$ cat src/rtl/i2c_bus_arbiter.sv
// i2c_bus_arbiter
// Round-robin arbiter that shares one I2C master engine between several
// register-transaction requesters. It latches the winning requester's
// transaction into the master command port and holds m_enable for two cycles.
// It then waits for the master to report done, or for the timeout to expire,
// and returns the read data and error status to the winning requester only.
//
// Ports:
//   clk, reset          system clock, synchronous active-low reset
//   req                 per-requester request level
//   req_chip_addr       packed 7-bit chip addresses, slice i = [7i+6:7i]
//   req_reg_addr        packed 8-bit register addresses
//   req_value           packed 8-bit write data
//   req_is_read         per-requester read(1)/write(0)
//   ack                 one-cycle completion pulse to the granted requester
//   rsp_data            read data, valid with ack, held until the next response
//   rsp_error           NACK or timeout, valid with ack
//   busy                high while a transaction is in flight
//   timeout             sticky timeout flag, cleared only by reset
//   m_chip_addr, m_reg_addr, m_value, m_is_read, m_enable   master command
//   m_data, m_done, m_ack_error                             master status
module i2c_bus_arbiter #(
  parameter int unsigned      N_REQ          = 3,
  parameter int unsigned      CNT_W          = 24,
  parameter logic [CNT_W-1:0] TIMEOUT_CYCLES = 24'd4_000_000
) (
  input  logic               clk,
  input  logic               reset,
  input  logic [N_REQ-1:0]   req,
  input  logic [7*N_REQ-1:0] req_chip_addr,
  input  logic [8*N_REQ-1:0] req_reg_addr,
  input  logic [8*N_REQ-1:0] req_value,
  input  logic [N_REQ-1:0]   req_is_read,
  output logic [N_REQ-1:0]   ack,
  output logic [7:0]         rsp_data,
  output logic               rsp_error,
  output logic               busy,
  output logic               timeout,
  output logic [6:0]         m_chip_addr,
  output logic [7:0]         m_reg_addr,
  output logic [7:0]         m_value,
  output logic               m_is_read,
  output logic               m_enable,
  input  logic [7:0]         m_data,
  input  logic               m_done,
  input  logic               m_ack_error
);

  localparam int unsigned      IDX_W    = (N_REQ > 1) ? $clog2(N_REQ) : 1;
  localparam logic [IDX_W-1:0] LAST_IDX = IDX_W'(N_REQ - 1);
  localparam logic [CNT_W-1:0] TMO_LAST = TIMEOUT_CYCLES - CNT_W'(1);

  typedef enum logic [2:0] {
    IDLE,
    ISSUE,
    HOLD,
    WAIT_DONE,
    RESP
  } state_t;

  state_t           state, state_nxt;
  logic [IDX_W-1:0] grant, grant_nxt;
  logic [IDX_W-1:0] last_grant, last_grant_nxt;
  logic [CNT_W-1:0] cnt, cnt_nxt;
  logic [6:0]       chip_nxt;
  logic [7:0]       reg_nxt;
  logic [7:0]       value_nxt;
  logic             is_read_nxt;
  logic [7:0]       rsp_data_nxt;
  logic             rsp_error_nxt;
  logic             timeout_nxt;

  logic             win_found;
  logic [IDX_W-1:0] win_idx;
  logic [6:0]       sel_chip;
  logic [7:0]       sel_reg;
  logic [7:0]       sel_value;
  logic             sel_is_read;

  // (base + step) mod N_REQ for step in 1..N_REQ, without a divider.
  function automatic logic [IDX_W-1:0] rr_index(input logic [IDX_W-1:0] base,
                                                input int unsigned      step);
    int unsigned sum;
    sum = 32'(base) + step;
    if (sum >= N_REQ) sum = sum - N_REQ;
    return IDX_W'(sum);
  endfunction

  // Scan starts one past the last grant, so the most recently served
  // requester is considered last.
  always_comb begin
    win_found = 1'b0;
    win_idx   = '0;
    for (int unsigned k = 1; k <= N_REQ; k++) begin
      if (!win_found && req[rr_index(last_grant, k)]) begin
        win_found = 1'b1;
        win_idx   = rr_index(last_grant, k);
      end
    end
  end

  always_comb begin
    sel_chip    = '0;
    sel_reg     = '0;
    sel_value   = '0;
    sel_is_read = 1'b0;
    for (int unsigned i = 0; i < N_REQ; i++) begin
      if (win_idx == IDX_W'(i)) begin
        sel_chip    = req_chip_addr[7*i +: 7];
        sel_reg     = req_reg_addr[8*i +: 8];
        sel_value   = req_value[8*i +: 8];
        sel_is_read = req_is_read[i];
      end
    end
  end

  always_ff @(posedge clk) begin
    if (!reset) begin
      state       <= IDLE;
      grant       <= '0;
      last_grant  <= LAST_IDX;
      cnt         <= '0;
      m_chip_addr <= '0;
      m_reg_addr  <= '0;
      m_value     <= '0;
      m_is_read   <= 1'b0;
      rsp_data    <= '0;
      rsp_error   <= 1'b0;
      timeout     <= 1'b0;
    end else begin
      state       <= state_nxt;
      grant       <= grant_nxt;
      last_grant  <= last_grant_nxt;
      cnt         <= cnt_nxt;
      m_chip_addr <= chip_nxt;
      m_reg_addr  <= reg_nxt;
      m_value     <= value_nxt;
      m_is_read   <= is_read_nxt;
      rsp_data    <= rsp_data_nxt;
      rsp_error   <= rsp_error_nxt;
      timeout     <= timeout_nxt;
    end
  end

  always_comb begin
    state_nxt      = state;
    grant_nxt      = grant;
    last_grant_nxt = last_grant;
    cnt_nxt        = cnt;
    chip_nxt       = m_chip_addr;
    reg_nxt        = m_reg_addr;
    value_nxt      = m_value;
    is_read_nxt    = m_is_read;
    rsp_data_nxt   = rsp_data;
    rsp_error_nxt  = rsp_error;
    timeout_nxt    = timeout;

    case (state)
      IDLE: begin
        // A new transaction is only started when the master reports idle.
        if (win_found && m_done) begin
          grant_nxt   = win_idx;
          chip_nxt    = sel_chip;
          reg_nxt     = sel_reg;
          value_nxt   = sel_value;
          is_read_nxt = sel_is_read;
          cnt_nxt     = '0;
          state_nxt   = ISSUE;
        end
      end
      ISSUE: begin
        cnt_nxt   = cnt + CNT_W'(1);
        state_nxt = HOLD;
      end
      HOLD: begin
        cnt_nxt   = cnt + CNT_W'(1);
        state_nxt = WAIT_DONE;
      end
      WAIT_DONE: begin
        cnt_nxt = cnt + CNT_W'(1);
        // Master completion takes priority over a timeout in the same cycle.
        if (m_done) begin
          rsp_data_nxt  = m_data;
          rsp_error_nxt = m_ack_error;
          state_nxt     = RESP;
        end else if (cnt == TMO_LAST) begin
          rsp_data_nxt  = 8'h00;
          rsp_error_nxt = 1'b1;
          timeout_nxt   = 1'b1;
          state_nxt     = RESP;
        end
      end
      RESP: begin
        last_grant_nxt = grant;
        state_nxt      = IDLE;
      end
      default: state_nxt = IDLE;
    endcase
  end

  always_comb begin
    ack = '0;
    for (int unsigned i = 0; i < N_REQ; i++) begin
      ack[i] = (state == RESP) && (grant == IDX_W'(i));
    end
  end

  assign m_enable = (state == ISSUE) || (state == HOLD);
  assign busy     = (state == ISSUE) || (state == HOLD) || (state == WAIT_DONE);

endmodule

$ cat config.mk
export PLATFORM = sky130hd
export DESIGN_NAME = i2c_bus_arbiter
export DESIGN_NICKNAME = d
export VERILOG_FILES = /design/src/rtl/i2c_bus_arbiter.sv
export SDC_FILE = /design/constraint.sdc
export NUM_CORES = 1
export LEC_CHECK = 0
export BUFFER_PORTS_ARGS = -buffer_cell sky130_fd_sc_hd__clkbuf_2
export CORE_MARGIN = 2
export CORE_UTILIZATION = 46
export CTS_BUF_LIST = sky130_fd_sc_hd__clkbuf_8
export DETAILED_ROUTE_END_ITERATION = 16
export PLACE_DENSITY = 0.79
export SLEW_MARGIN = 20
export SYNTH_ARGS = -nofsm -noshare
export SYNTH_HDL_FRONTEND = slang
export SYNTH_SLANG_ARGS = --single-unit
export TNS_END_PERCENT = 100
$ cat constraint.sdc
create_clock -name clk -period 2.4 [get_ports clk]
set_input_delay 0.24 -clock clk [delete_from_list [all_inputs] [get_ports clk]]
set_output_delay 0.24 -clock clk [all_outputs]
set_load 0.005 [all_outputs]
* Yosys cells after proc, flatten, opt, wreduce, memory -nomap -nowiden
Index checks and enable logic that the tools add are counted.
Cells by class: $add $sub $neg 7, magnitude comparators 6, equal/unequal tests 11, multiplexer cells 37, bitwise operators 1, reductions and logical operators 21
Operator list (number):
- two-way mux 8 bit | 8
- one-hot mux 24 bit (2 select lines) | 1
- adder 24 x 1 -> 24 bit (second input constant) | 1
- == test 24 x 22 -> 1 bit (second input constant) | 1
- two-way mux 24 bit | 1
- two-way mux 7 bit | 3
- two-way mux 2 bit | 6
- one-hot mux 3 bit (4 select lines) | 1
- two-way mux 1 bit | 11
- >= comparator 3 x 2 -> 1 bit (second input constant) | 3
- < comparator 2 x 3 -> 1 bit (second input constant) | 3
- two-way mux 3 bit | 3
- AND reduction 2 bit | 4
- adder 2 x 2 -> 3 bit (second input constant) | 2
- binary-select mux 1 bit (select 2 bit) | 3
- == test 3 x 2 -> 1 bit (second input constant) | 2
- logical AND 1 bit | 6
- subtractor 2 bit (second input constant) | 3
- == test 2 x 1 -> 1 bit (second input constant) | 2
- == test 2 bit (second input constant) | 2
- logical NOT 2 bit | 2
- nonzero test 2 bit | 2
- adder 2 x 1 -> 3 bit (second input constant) | 1
- == test 3 x 1 -> 1 bit (second input constant) | 1
- other kinds (9) | 11
Word-level totals: bits in registers 65, input port bits 87, output and inout port bits 39, word-level logic and storage cells 94

* Depth between registers and ports, before layout
Gate-level depths: netlist of the first run.
depth in word-level cells 16, depth in mapped cells 10, depth with buffers taken out 8

* Worst setup path before layout of the first run
OpenSTA, ideal clock, no wires.
path kind flip-flop to flip-flop, start point register last_grant[0], end point register cnt[17], arrival time 2.451 ns, path slack -0.179 ns, stages on the path, launching flop included 11, path buffers 2, path through dfxtp_1 > inv_1 > ha_1 > buf_2 > mux2_2 > a2111oi_1 > a21oi_1 > buf_2 > nand4_1 > xor2_1 > nor2_1
On the way: word-level cells in the longest chain between the ends 15
Ends and longest elaborated chain:
- start, declared | RTL line 63 | logic [IDX_W-1:0] last_grant, last_grant_nxt;
- start signal, assigned | RTL line 133 | last_grant <= last_grant_nxt;
- adder 2 x 1 -> 3 bit | RTL line 84 | sum = 32'(base) + step;
- >= comparator 3 x 2 -> 1 bit or subtractor 2 bit (tied branches) | RTL line 85 | if (sum >= N_REQ) sum = sum - N_REQ;
- two-way mux 2 bit | RTL line 85
- binary-select mux 1 bit (select 2 bit) | RTL line 95 | if (!win_found && req[rr_index(last_grant, k)]) begin
- two-way mux 1 bit (implied by the code) | RTL line 95
- two-way mux 1 bit | RTL line 95
- logical NOT 1 bit | RTL line 95
- logical AND 1 bit | RTL line 95
- two-way mux 1 bit | RTL line 95
- logical NOT 1 bit | RTL line 95
- logical AND 1 bit | RTL line 95
- two-way mux 1 bit (*) | RTL line 95
- logical AND 1 bit (*) | RTL line 161 | if (win_found && m_done) begin
- inequality test 2 bit (no source line) (*)
- AND reduction 2 bit (no source line) (*)
- end signal, assigned | RTL line 134 | cnt <= cnt_nxt;
- end, declared | RTL line 64 | logic [CNT_W-1:0] cnt, cnt_nxt;
Every way passes the cells marked *; elsewhere a longest branch is shown, timed or not. The select of a mux whose other input is x is not followed. A chain may end at the register's enable or synchronous reset.

* Final worst setup path of the first run
start point register last_grant[0], end point register cnt[9]
Same word-level chain as after synthesis.

==> results of run 1 <==
[power groups by stage]
stage	sequential [mW]	combinational, mW	clock, mW
after floorplan	1.23	0.307	0
after global placement	1.23	0.528	0
after CTS	1.21	0.538	0.961
after global routing	1.22	0.680	1.01
final	1.21	0.614	0.955
after detailed placement	1.23	0.534	0
[layer usage]
layer | vias up | part of all wire | wire [um]
met3 | 21 | 0.065 | 634
met1 | 1713 | 0.43 | 4220
met2 | 137 | 0.48 | 4620
met5 | - | 0 | 0
li1 | 1782 | - | -
met4 | 0 | 0.025 | 246
[path summary, 6_finish.rpt]
check / from / to / slack (ps) / depth (start not counted)
max: last_grant[0]$_SDFFE_PN0P_ / cnt[9]$_SDFFE_PN0P_ / 60 / 9
min: m_data[0] / rsp_data[0]$_SDFFE_PN0P_ / 120 / 3
max reg2reg: last_grant[0]$_SDFFE_PN0P_ / cnt[9]$_SDFFE_PN0P_ / 60 / 9
min reg2reg: m_reg_addr[6]$_SDFFE_PN0P_ / m_reg_addr[6]$_SDFFE_PN0P_ / 450 / 2
[tightest hold or removal path, cell delays in order]
cell	delay (ps)
sky130_fd_sc_hd__clkbuf_2	80
sky130_fd_sc_hd__nand2_1	50
sky130_fd_sc_hd__o22ai_1	60
[logic make-up after synthesis]
family	after synthesis	synth area share
simple gates	167	0.240
flops	65	0.390
compound gates	130	0.247
fa+ha+maj	4	0.0150
mux	4	0.0131
xor+xnor	18	0.0472
buf+inv	31	0.0487
[area by class of cell]
cell class | count | area, sq um
well taps | 99 | 124
clock inverters | 5 | 47.5
multi-input cells | 324 | 2000
clock buffers | 11 | 151
inverters | 8 | 32.5
repair buffers | 151 | 856
fillers | 610 | 2620
flip-flops and latches | 65 | 1310
[cell usage in the layout (no fill, tap or decap), types with 3 or more instances in the layout]
cell                       instances
sky130_fd_sc_hd__nor3_1            6
sky130_fd_sc_hd__clkbuf_2        125
sky130_fd_sc_hd__o21ai_0          18
sky130_fd_sc_hd__or3_1             3
sky130_fd_sc_hd__buf_4            18
sky130_fd_sc_hd__o211a_1           4
sky130_fd_sc_hd__nand2_1          69
sky130_fd_sc_hd__ha_1              3
sky130_fd_sc_hd__nand4_1           9
sky130_fd_sc_hd__and3_2            4
sky130_fd_sc_hd__clkbuf_8         11
sky130_fd_sc_hd__nor4_1            4
sky130_fd_sc_hd__xor2_1           10
sky130_fd_sc_hd__nand3_1           9
sky130_fd_sc_hd__o22ai_1           8
sky130_fd_sc_hd__inv_1             8
sky130_fd_sc_hd__and3_1            9
sky130_fd_sc_hd__a21oi_2           4
sky130_fd_sc_hd__o21ai_2           8
sky130_fd_sc_hd__and2_1            4
sky130_fd_sc_hd__o21ai_1          26
sky130_fd_sc_hd__buf_6             4
sky130_fd_sc_hd__a31o_2           16
sky130_fd_sc_hd__nor2b_1           5
sky130_fd_sc_hd__and2_4            3
sky130_fd_sc_hd__and4_1            3
sky130_fd_sc_hd__dfxtp_1          63
sky130_fd_sc_hd__a21oi_1          25
sky130_fd_sc_hd__nor2_1           29
sky130_fd_sc_hd__xnor2_1           8
[registers in the layout (all words and copies together), names as in the netlist, 2 cells and up]
register and flops:
m_reg_addr 8, m_chip_addr 7, last_grant 2, rsp_data 8, m_value 8, state 3, cnt 24, grant 2
[stage by stage]
step / TNS, ps / utilization / hold slack (ps) / cells
floorplan: -58.3 / - / 390 / 419
finish: 0 / 0.633 / 115 / 663
global route: -472 / 0.633 / 133 / 663
CTS: 0 / 0.612 / 108 / 657
global placement: 0 / 0.583 / 432 / 641
detailed placement: -80.8 / 0.583 / 440 / 641
[what timing repair did]
action	4_1_cts	5_1_grt
pin swaps	0	11
endpoints found under the setup margin	8	46
setup buffers	0	3
gates cloned	0	3
gates resized for setup	1	49
==> results.txt, run 1 <==
----------------------------------------------------
[Outcome]
  Run status ... completed

[Power and ir drop]
  Sequential power share ... 0.435
  NetSw ... approximately 800 uW
  Clock network fraction of design power ... 0.344
  Total power of the final layout ... between 2 and 3 mW
  Gate power share ... 0.221
  Design internal power ... just under 2 mW
  Leakage ... around 2.0 nW
  Worst-case vdd ir drop ... approximately 0.00035 V
  Cell area power density ... between 600 and 700 nW/um^2
  Fraction of power spent switching nets ... 0.290

[Clock tree]
  TritonCTS clock tree ... built
  Maximum number of buffers from clock root to sink ... 2
  Number of buffers created by CTS ... 9
  H-tree lvl count ... 3
  Cell at the root of the clock tree ... sky130_fd_sc_hd__clkbuf_8
  Clock input transition at the sequential cells of the worst setup and hold paths ... ~80 ps
  Number of sinks driven by the clock tree ... 65
  Hold buffer count at cts ... 0
  Insertion delay of the later-clocked pin in the worst-skew pair ... ~360 ps

[Logic synthesis]
  Post-synthesis instance area ... 3340 sq um
  Cells after synthesis ... between 400 and 500
  Number of nets in the synthesized netlist ... between 500 and 600
  Cell with the most instances after synthesis ... sky130_fd_sc_hd__nand2_1
  Fraction of post-synthesis cell area in the top cell type by area ... 0.390
  Top cells by instance count after synthesis ... sky130_fd_sc_hd__nand2_1, sky130_fd_sc_hd__dfxtp_1, sky130_fd_sc_hd__o21ai_0
  Yosys warns ... 0
  Number of enable-type register cells in the synthesized netlist ... 0
  Yosys reg bits ... 65
  Dominant cells by area after synthesis ... sky130_fd_sc_hd__dfxtp_1, sky130_fd_sc_hd__nand2_1, sky130_fd_sc_hd__o21ai_0, sky130_fd_sc_hd__a21oi_1, sky130_fd_sc_hd__a31o_2
  Ys async rst share ... 0
  Unique cell type count in the Yosys netlist ... 54
  Primary flip-flop cell chosen by synthesis mapping ... sky130_fd_sc_hd__dfxtp_1
  Share of the yosys chip area belonging to registers ... 0.390
  Cell taking the most area after synthesis ... sky130_fd_sc_hd__dfxtp_1
  Syn avg cell area ... between 7 and 8 sq um

[Setup path]
  Crit. End Element ... flop
  Cell family with most CP delay ... compound AO/OA/AOI/OAI gates
  Worst Path Arrival ... approximately 2600 ps
  Worst setup SP type ... flop
  CP peak stage delay ... a little under 500 ps
  Type of the worst setup path ... flop to flop
  Crit path cell chain ... inv_4, ha_4, mux2_2, a2111oi_2, a21oi_2, buf_2, nand2_1, xor2_1, nor2_1
  Slowest stage cell on the critical path ... sky130_fd_sc_hd__a2111oi_2
  CP Buf/Inv Count ... 2
  Required arrival time at the worst endpoint ... around 2600 ps
  CP Max Fanout ... 7

[GRT]
  GR Layer Usage met2 ... 0.375
  Number of global-route vias before repair ... about 3,200
  GRT Max-Usage Layer ... met2
  Met1 routing resource usage after global routing ... 0.300
  Overall Global Routing Usage ... 0.235
  Maximum number of pins on one net before global-route repair ... 32
  Initial antenna violation count ... 0
  Remaining global-route overflow ... 0
  Met3 usage in global routing ... 0.0508
  Wire length of the first global-routing pass ... 14,700 um

[Final layout]
  Area grow syn2layout ... 35.3%
  Final std cell area, no fill ... roughly 4500 sq um
  Antenna diode count ... 0
  Share of cells above drive strength 1 ... 0.395
  Number of nets at the end of the flow ... 650

[Routing]
  Average routed wire per standard cell ... 14.7 um
  Antenna violation net count after detailed routing ... 0
  First-pass detailed-route iteration total ... 5
  Post-detailed-route via-to-cell ratio ... approximately 5.5
  Detailed-route via count ... approximately 3,700
  Post-detailed-routing wire length ... 9720 um
  Remaining routing DRC violations ... 0
  First DRT Iteration DRCs ... 233

[Floorplan]
  Floorplan die width ... between 80 and 90 um
  Starting density of the core ... 0.468
  Die Footprint ... 7950 sq um
  DIE HEIGHT ... ~89 um
  Top-Level Pins ... about 130
  Cell Rows ... 31
  Std-Cell Core Area ... 7140 sq um

[Placement]
  Final RePlAce weighted congestion ... roughly 0.9
  Final HPWL from detailed placement ... just under 7000 um
  Placement-stage worst setup slack ... -24.7 ps
  Cell area after placement ... ~4200 sq um
  Input/output buffers ... about 130

[STA]
  RSZ-0062 raised after global routing ... yes
  Number of slew-limit violations in the final report ... 0
  Tightest Pin Transition ... approximately 620 ps
  Final worst setup slack ... 62.2 ps
  Rel. slew slack ... 0.589
  Final worst-path cycle share ... 0.974
  Clock skew after layout ... 15.2 ps
  Min Clock Period, post-route ... around 2300 ps
  Number of failing setup endpoints in the final timing report ... 0
  Upper clock frequency limit ... around 0.43 GHz
  Final Hold Violating Endpoints ... 0

[Min path]
  Path type of the worst min-delay path ... primary input to flop

[Job]
  Reported max-cap violation count ... 0

----------------------------------------------------
Power figures use the tool's default switching activity.
==> run 2, diff against run 1 <==
--- a/config.mk
+++ b/config.mk
@@ -5,7 +5,7 @@
 export SDC_FILE = /design/constraint.sdc
 export NUM_CORES = 1
 export LEC_CHECK = 0
-export BUFFER_PORTS_ARGS = -buffer_cell sky130_fd_sc_hd__clkbuf_2
+export BUFFER_PORTS_ARGS = -buffer_cell sky130_fd_sc_hd__buf_4
 export CORE_MARGIN = 2
 export CORE_UTILIZATION = 46
 export CTS_BUF_LIST = sky130_fd_sc_hd__clkbuf_8
==> run 2 against run 1 <==
Combinational power increased by 10%. First-iteration DRC count increased by 0.43%. Maximum frequency about the same. Non-clock buffer count decreased by 1. Power decreased by 0.84%. Hold slack improved by 36 ps.
==> results.txt, run 2 (synthesis gave the netlist of run 1 again) <==
----------------------------------------------------
[Clock tree]
  Cell at the root of the clock tree ... sky130_fd_sc_hd__clkbuf_8
  Insertion delay of the later-clocked pin in the worst-skew pair ... 340 ps (-20 ps)
  Maximum number of buffers from clock root to sink ... 2 (unchanged)
  Number of sinks driven by the clock tree ... 65 (unchanged)
  H-tree lvl count ... 3 (unchanged)
  Number of buffers created by CTS ... 9 (unchanged)
  TritonCTS clock tree ... built
  Clock input transition at the sequential cells of the worst setup and hold paths ... 70 ps (about the same)

[Final layout]
  Post-Layout Cell Count ... 661 (-0.30%)
  Register with the highest flop count ... cnt
  Share of cells above drive strength 1 ... 0.379 (-0.0164)
  Flip-flop count of the largest register, all copies and words added ... 24 (unchanged)
  Number of nets at the end of the flow ... 649 (-0.15%)
  Antenna diode count ... 0 (unchanged)
  Area grow syn2layout ... 43.9%
  Filler cells ... 609 (-0.16%)
  Final std cell area, no fill ... 4800 sq um (+6.4%)
  Leading cell types in the layout, fill and taps excluded ... sky130_fd_sc_hd__buf_4, sky130_fd_sc_hd__nand2_1, sky130_fd_sc_hd__dfxtp_1
  Commonest non-fill, non-tap cell in the layout ... sky130_fd_sc_hd__buf_4

[Routing]
  Antenna violation net count after detailed routing ... 0 (unchanged)
  First DRT Iteration DRCs ... 234 (+0.43%)
  Average routed wire per standard cell ... 15.4 um (+4.8%)
  Post-detailed-routing wire length ... 10,200 um (+4.5%)
  Uppermost layer routed ... met4
  Detailed-route via count ... 3,645 (-0.22%)
  Post-detailed-route via-to-cell ratio ... 5.51 (about the same)
  First-pass detailed-route iteration total ... 5 (unchanged)
  Met2 wire length ... 4720 um (+2.2%)
  Routed met3 length ... 775 um (+22%)
  Routed met1 length ... 4400 um (+4.2%)
  Remaining routing DRC violations ... 0 (unchanged)

[Setup path]
  Crit Reg-Reg Endpoint ... m_is_read$_SDFFE_PN0P_
  Crit. Startpoint ... last_grant[0]$_SDFFE_PN0P_
  Setup slack, reg-to-reg ... 60 ps (about the same)
  Crit Reg-Reg Startpoint ... last_grant[0]$_SDFFE_PN0P_
  Worst setup SP type ... flop
  R2R depth ... 10 (+1)
  Worst Path Arrival ... 2560 ps (-20 ps)
  Crit. End Element ... flop
  Required arrival time at the worst endpoint ... 2630 ps (about the same)
  Type of the worst setup path ... flop to flop
  CP Max Fanout ... 23 (+16)
  CP Capture Point ... m_is_read$_SDFFE_PN0P_

[Floorplan]
  Std-Cell Core Area ... 7140 sq um (unchanged)
  Floorplan die width ... 89.2 um (unchanged)
  Cell Rows ... 31 (unchanged)
  Die Footprint ... 7950 sq um (unchanged)
  DIE HEIGHT ... 89.2 um (unchanged)
  Starting density of the core ... 0.468 (unchanged)
  Top-Level Pins ... 126 (unchanged)

[Power and ir drop]
  Gate power share ... 0.246 (+0.025)
  Fraction of power spent switching nets ... 0.283 (-0.00661)
  Leakage ... 2.06 nW (+2.7%)
  Worst-case vdd ir drop ... 0.000471 V (+36%)
  Design internal power ... 1.97 mW (about the same)
  Cell area power density ... 573 nW/um^2 (-6.8%)
  Sequential power share ... 0.440 (+0.005)
  NetSw ... 779 uW (-3.1%)
  Clock network fraction of design power ... 0.314 (-0.030)

[Placement]
  Input/output buffers ... 125 (unchanged)
  Final HPWL from detailed placement ... 7160 um (+5.8%)
  Dpl cells ... 638 (-0.47%)
  Cell area after placement ... 4460 sq um (+7.3%)
  Final RePlAce weighted congestion ... 0.897 (-1.9%)

[Min path]
  Path type of the worst min-delay path ... primary input to flop

[GRT]
  Remaining global-route overflow ... 0 (unchanged)
  Overall Global Routing Usage ... 0.244 (+0.00862)
  Initial antenna violation count ... 0 (unchanged)
  Wire length of the first global-routing pass ... 15,200 um (+3.5%)
  Maximum number of pins on one net before global-route repair ... 32 (unchanged)
  Number of global-route vias before repair ... 3,243 (+0.31%)

[STA]
  Tightest Pin Transition ... 455 ps (-161 ps)
  RSZ-0062 raised after global routing ... yes
  Number of slew-limit violations in the final report ... 0 (unchanged)
  Rel. slew slack ... 0.694 (+0.105)
  Final worst-path cycle share ... 0.975 (about the same)
  Hold slack final ... 152 ps (+36.5 ps)
  Final Hold Violating Endpoints ... 0 (unchanged)
  Number of failing setup endpoints in the final timing report ... 0 (unchanged)
  Setup TNS Final ... 0 ps (unchanged)
  Clock skew after layout ... 10.1 ps (-5.10 ps)
  Upper clock frequency limit ... 0.428 GHz (about the same)
  Min Clock Period, post-route ... 2340 ps (+1.27 ps)

[Outcome]
  Run status ... completed

[Job]
  Reported max-cap violation count ... 0 (unchanged)

----------------------------------------------------
## run 2: cell types whose count changed in the layout (fill, tap and decap cells not counted), sizes merged
cell	before	now
clkinv	2	1
dlymetal6s2s	0	1
buf	26	148
inv	10	11
clkinvlp	0	1
clkbuf	136	10
## run 2: final cells by class
class / count / area, sq um / share of cell area
clock buffers: 9 / 124 / 0.0258
clock inverters: 6 / 53.8 / 0.0112
inverters: 8 / 35.0 / 0.00729
multi-input cells: 324 / 2000 / 0.416
flip-flops and latches: 65 / 1310 / 0.272
well taps: 99 / 124 / 0.0258
repair buffers: 150 / 1160 / 0.242
## run 2: how the worst min path moves through the flow
stage | from | to | slack (ps) | depth (start not counted)
6_report | req_reg_addr[9] | m_reg_addr[1]$_SDFFE_PN0P_ | 150 | 3
5_1_grt | m_data[2] | rsp_data[2]$_SDFFE_PN0P_ | 160 | 3
4_1_cts | req_reg_addr[9] | m_reg_addr[1]$_SDFFE_PN0P_ | 150 | 3
3_5_place_dp | m_chip_addr[3]$_SDFFE_PN0P_ | m_chip_addr[3]$_SDFFE_PN0P_ | 440 | 2
3_3_place_gp | m_reg_addr[3]$_SDFFE_PN0P_ | m_reg_addr[3]$_SDFFE_PN0P_ | 430 | 2
2_1_floorplan | m_data[0] | rsp_data[0]$_SDFFE_PN0P_ | 390 | 2
## run 2: critical path, cell delays in order (launching register included)
cell,delay [ps]
sky130_fd_sc_hd__dfxtp_4,400
sky130_fd_sc_hd__inv_6,40
sky130_fd_sc_hd__ha_4,300
sky130_fd_sc_hd__mux2_4,320
sky130_fd_sc_hd__a222oi_1,290
sky130_fd_sc_hd__buf_4,250
sky130_fd_sc_hd__a21oi_4,100
sky130_fd_sc_hd__and2_4,190
sky130_fd_sc_hd__buf_12,150
sky130_fd_sc_hd__o21ai_0,80
sky130_fd_sc_hd__o21ai_1,100
## run 2: per-stage QoR
| step | power (mW) | worst slack (ps) | utilization |
|---|---|---|---|
| 3_3_place_gp | 1.84 | -48.3 | 0.625 |
| 6_report | 2.75 | 60.9 | 0.673 |
| 4_1_cts | 2.71 | 17.4 | 0.655 |
| 3_5_place_dp | 1.85 | -122 | 0.625 |
| 2_1_floorplan | 1.53 | -8.33 | - |
| 5_1_grt | 2.89 | -40.4 | 0.673 |
## run 2: layer usage
layer	GRT usage	vias to the layer above
met5	0	-
li1	-	1776
met3	0.0462	24
met2	0.387	162
met4	0.0991	0
met1	0.328	1683
## run 2: repair_timing
item / 4_1_cts / 5_1_grt
endpoints found under the setup margin: 42 / 45
pin swaps: 2 / 6
hold buffers: 0 / 0
gates cloned: 1 / 1
buffers inserted: 0 / 6
gates resized for setup: 6 / 31
## run 2: power groups by stage
stage / registers [mW] / clock network [mW] / logic [mW]
2_1_floorplan: 1.23 / 0 / 0.307
3_3_place_gp: 1.23 / 0 / 0.610
3_5_place_dp: 1.23 / 0 / 0.619
4_1_cts: 1.21 / 0.876 / 0.631
5_1_grt: 1.22 / 0.931 / 0.742
6_report: 1.21 / 0.863 / 0.678
==> run 3, diff against run 2 <==
--- a/config.mk
+++ b/config.mk
@@ -7,10 +7,10 @@
 export LEC_CHECK = 0
 export BUFFER_PORTS_ARGS = -buffer_cell sky130_fd_sc_hd__buf_4
 export CORE_MARGIN = 2
-export CORE_UTILIZATION = 46
+export CORE_UTILIZATION = 55
 export CTS_BUF_LIST = sky130_fd_sc_hd__clkbuf_8
 export DETAILED_ROUTE_END_ITERATION = 16
-export PLACE_DENSITY = 0.79
+export PLACE_DENSITY = 0.88
 export SLEW_MARGIN = 20
 export SYNTH_ARGS = -nofsm -noshare
 export SYNTH_HDL_FRONTEND = slang
==> constraint.sdc (replaced) <==
create_clock -name clk -period 2.7 [get_ports clk]
set_input_delay 0.27 -clock clk [delete_from_list [all_inputs] [get_ports clk]]
set_output_delay 0.27 -clock clk [all_outputs]
set_load 0.005 [all_outputs]
==> run 3 against run 2 <==
Cell count is 5.7% lower. Via count is 0.66% lower. Sequential power decreased by 11%. Clock-buffer cell count rose by 1. Highest routed layer unchanged.
==> results.txt, run 3 (synthesis gave the netlist of run 1 again) <==
----------------------------------------------------
[Setup path]
  Required arrival time at the worst endpoint ... 2920 ps (+290 ps)
  Number of logic stages on the critical path including buffering ... 9 (-1)
  R2R depth ... 9 (-1)
  Setup slack, reg-to-reg ... 120 ps (+60 ps)
  Type of the worst setup path ... flop to flop
  Slowest stage cell on the critical path ... sky130_fd_sc_hd__ha_2
  Worst Path Arrival ... 2800 ps (+240 ps)
  Cell family with most CP delay ... compound AO/OA/AOI/OAI gates
  CP Max Fanout ... 19 (-17%)
  Crit. Startpoint ... last_grant[0]$_SDFFE_PN0P_
  Crit path cell chain ... inv_1, ha_2, mux2_2, a222oi_1, buf_4, nand2_4, a31o_2, a21oi_1, o21ai_0
  Crit. End Element ... flop
  CP peak stage delay ... 420 ps (+20 ps)
  CP Buf/Inv Count ... 2 (-1)
  Worst setup SP type ... flop
  Crit Reg-Reg Endpoint ... m_value[1]$_SDFFE_PN0P_
  Crit Reg-Reg Startpoint ... last_grant[0]$_SDFFE_PN0P_
  CP Capture Point ... m_value[1]$_SDFFE_PN0P_

[GRT]
  Overall Global Routing Usage ... 0.283 (+0.0387)
  Maximum number of pins on one net before global-route repair ... 32 (unchanged)
  Initial antenna violation count ... 0 (unchanged)
  Wire length of the first global-routing pass ... 14,900 um (-2.2%)
  Remaining global-route overflow ... 0 (unchanged)
  Number of global-route vias before repair ... 3,332 (+2.7%)

[Routing]
  First DRT Iteration DRCs ... 183 (-22%)
  Antenna violation net count after detailed routing ... 0 (unchanged)
  Average routed wire per standard cell ... 15.5 um (+0.83%)
  Post-detailed-route via-to-cell ratio ... 5.81 (+5.4%)
  Post-detailed-routing wire length ... 9660 um (-5.0%)
  First-pass detailed-route iteration total ... 7 (+2)
  Remaining routing DRC violations ... 0 (unchanged)
  Detailed-route via count ... 3,621 (-0.66%)

[STA]
  Upper clock frequency limit ... 0.388 GHz (-9.3%)
  Final worst-path cycle share ... 0.955 (-0.0199)
  Number of slew-limit violations in the final report ... 0 (unchanged)
  Clock skew after layout ... 11.2 ps (+1.07 ps)
  Min Clock Period, post-route ... 2580 ps (+239 ps)
  Rel. slew slack ... 0.696 (+0.00177)
  Setup TNS Final ... 0 ps (unchanged)
  Tightest Pin Transition ... 457 ps (+1.55 ps)
  Final Hold Violating Endpoints ... 0 (unchanged)
  Number of failing setup endpoints in the final timing report ... 0 (unchanged)
  Hold slack final ... 202 ps (+50.4 ps)

[Placement]
  Cell area after placement ... 4330 sq um (-3.1%)
  Final RePlAce weighted congestion ... 0.872 (-2.9%)
  Dpl cells ... 607 (-4.9%)
  Final HPWL from detailed placement ... 6900 um (-3.6%)
  Input/output buffers ... 125 (unchanged)

[Final layout]
  Finished Core Util ... 0.772 (+0.0989)
  Register with the highest flop count ... cnt
  Leading cell types in the layout, fill and taps excluded ... sky130_fd_sc_hd__buf_4, sky130_fd_sc_hd__nand2_1, sky130_fd_sc_hd__dfxtp_1
  Antenna diode count ... 0 (unchanged)
  Share of cells above drive strength 1 ... 0.350 (-0.0286)
  Number of nets at the end of the flow ... 634 (-2.3%)
  Commonest non-fill, non-tap cell in the layout ... sky130_fd_sc_hd__buf_4
  Post-Layout Cell Count ... 623 (-5.7%)
  Final std cell area, no fill ... 4540 sq um (-5.4%)
  Area grow syn2layout ... 36.1%
  Flip-flop count of the largest register, all copies and words added ... 24 (unchanged)

[Outcome]
  Run status ... completed

[Clock tree]
  Number of sinks driven by the clock tree ... 65 (unchanged)
  H-tree lvl count ... 3 (unchanged)
  Insertion delay of the later-clocked pin in the worst-skew pair ... 340 ps (about the same)
  Clock input transition at the sequential cells of the worst setup and hold paths ... 70 ps (about the same)
  Cell at the root of the clock tree ... sky130_fd_sc_hd__clkbuf_8
  Number of buffers created by CTS ... 9 (unchanged)
  Maximum number of buffers from clock root to sink ... 2 (unchanged)
  TritonCTS clock tree ... built
  Hold buffer count at cts ... 0 (unchanged)

[Floorplan]
  Die Footprint ... 6710 sq um (-16%)
  Starting density of the core ... 0.567 (+0.0994)
  Floorplan die width ... 81.9 um (-8.2%)
  Cell Rows ... 28 (-9.7%)
  DIE HEIGHT ... 81.9 um (-8.2%)
  Std-Cell Core Area ... 5890 sq um (-18%)
  Top-Level Pins ... 126 (unchanged)

[Power and ir drop]
  Worst-case vdd ir drop ... 0.000376 V (-20%)
  NetSw ... 688 uW (-12%)
  Fraction of power spent switching nets ... 0.282 (-0.000924)
  Sequential power share ... 0.442 (+0.002)
  Gate power share ... 0.220 (-0.026)
  Leakage ... 1.98 nW (-3.8%)
  Design internal power ... 1.75 mW (-11%)
  Clock network fraction of design power ... 0.339 (+0.025)
  Cell area power density ... 536 nW/um^2 (-6.4%)

[Min path]
  Path type of the worst min-delay path ... primary input to flop

[Job]
  Reported max-cap violation count ... 0 (unchanged)

----------------------------------------------------
## run 3: power groups by stage
stage,registers (mW),clock network [mW],logic (mW)
after floorplan,1.09,0,0.266
after global placement,1.09,0,0.511
after detailed placement,1.10,0,0.524
after CTS,1.07,0.831,0.529
after global routing,1.08,0.871,0.590
final,1.08,0.824,0.535
## run 3: worst register-to-register path, delay by kind of cell, from the launching register on
kind / cells / cell delay [ps]
compound gates: 4 / 820
fa+ha+maj: 1 / 420
flops: 1 / 380
mux: 1 / 360
buf+inv: 2 / 340
simple gates: 1 / 140
## run 3: area by class of cell
class	instances	area, sq um
multi-input cells	323	1900
fillers	434	1340
flip-flops and latches	65	1300
repair buffers	136	1020
clock buffers	10	138
well taps	75	93.8
clock inverters	6	58.8
inverters	8	30.0
## run 3: per-layer routing
| layer | vias up | share of wire | track usage |
|---|---|---|---|
| li1 | 1751 | - | - |
| met3 | 31 | 0.082 | 0.0484 |
| met2 | 174 | 0.49 | 0.495 |
| met5 | - | 0 | 0 |
| met1 | 1665 | 0.40 | 0.336 |
| met4 | 0 | 0.027 | 0.130 |
## run 3: through the flow
step                worst slack [ps]  total power [mW]
finish                           122              2.44
CTS                             22.9              2.43
floorplan                        121              1.36
global placement                 101              1.60
global route                   -16.9              2.54
detailed placement             -34.0              1.62
## run 3: timing repair
| action | in CTS | in global routing |
|---|---|---|
| buffers inserted | 0 | 0 |
| gates resized for setup | 3 | 4 |
| endpoints found under the hold margin | 0 | 0 |
| endpoints found under the setup margin | 10 | 40 |
## run 3: worst min-delay path by stage
stage,startpoint,end,slack [ps],depth (start not counted)
floorplan,m_data[0],rsp_data[0]$_SDFFE_PN0P_,420,2
global placement,m_reg_addr[5]$_SDFFE_PN0P_,m_reg_addr[5]$_SDFFE_PN0P_,440,2
detailed placement,m_value[1]$_SDFFE_PN0P_,m_value[1]$_SDFFE_PN0P_,440,2
CTS,m_data[2],rsp_data[2]$_SDFFE_PN0P_,190,3
global route,m_ack_error,rsp_error$_SDFFE_PN0P_,200,2
finish,m_data[5],rsp_data[5]$_SDFFE_PN0P_,200,3
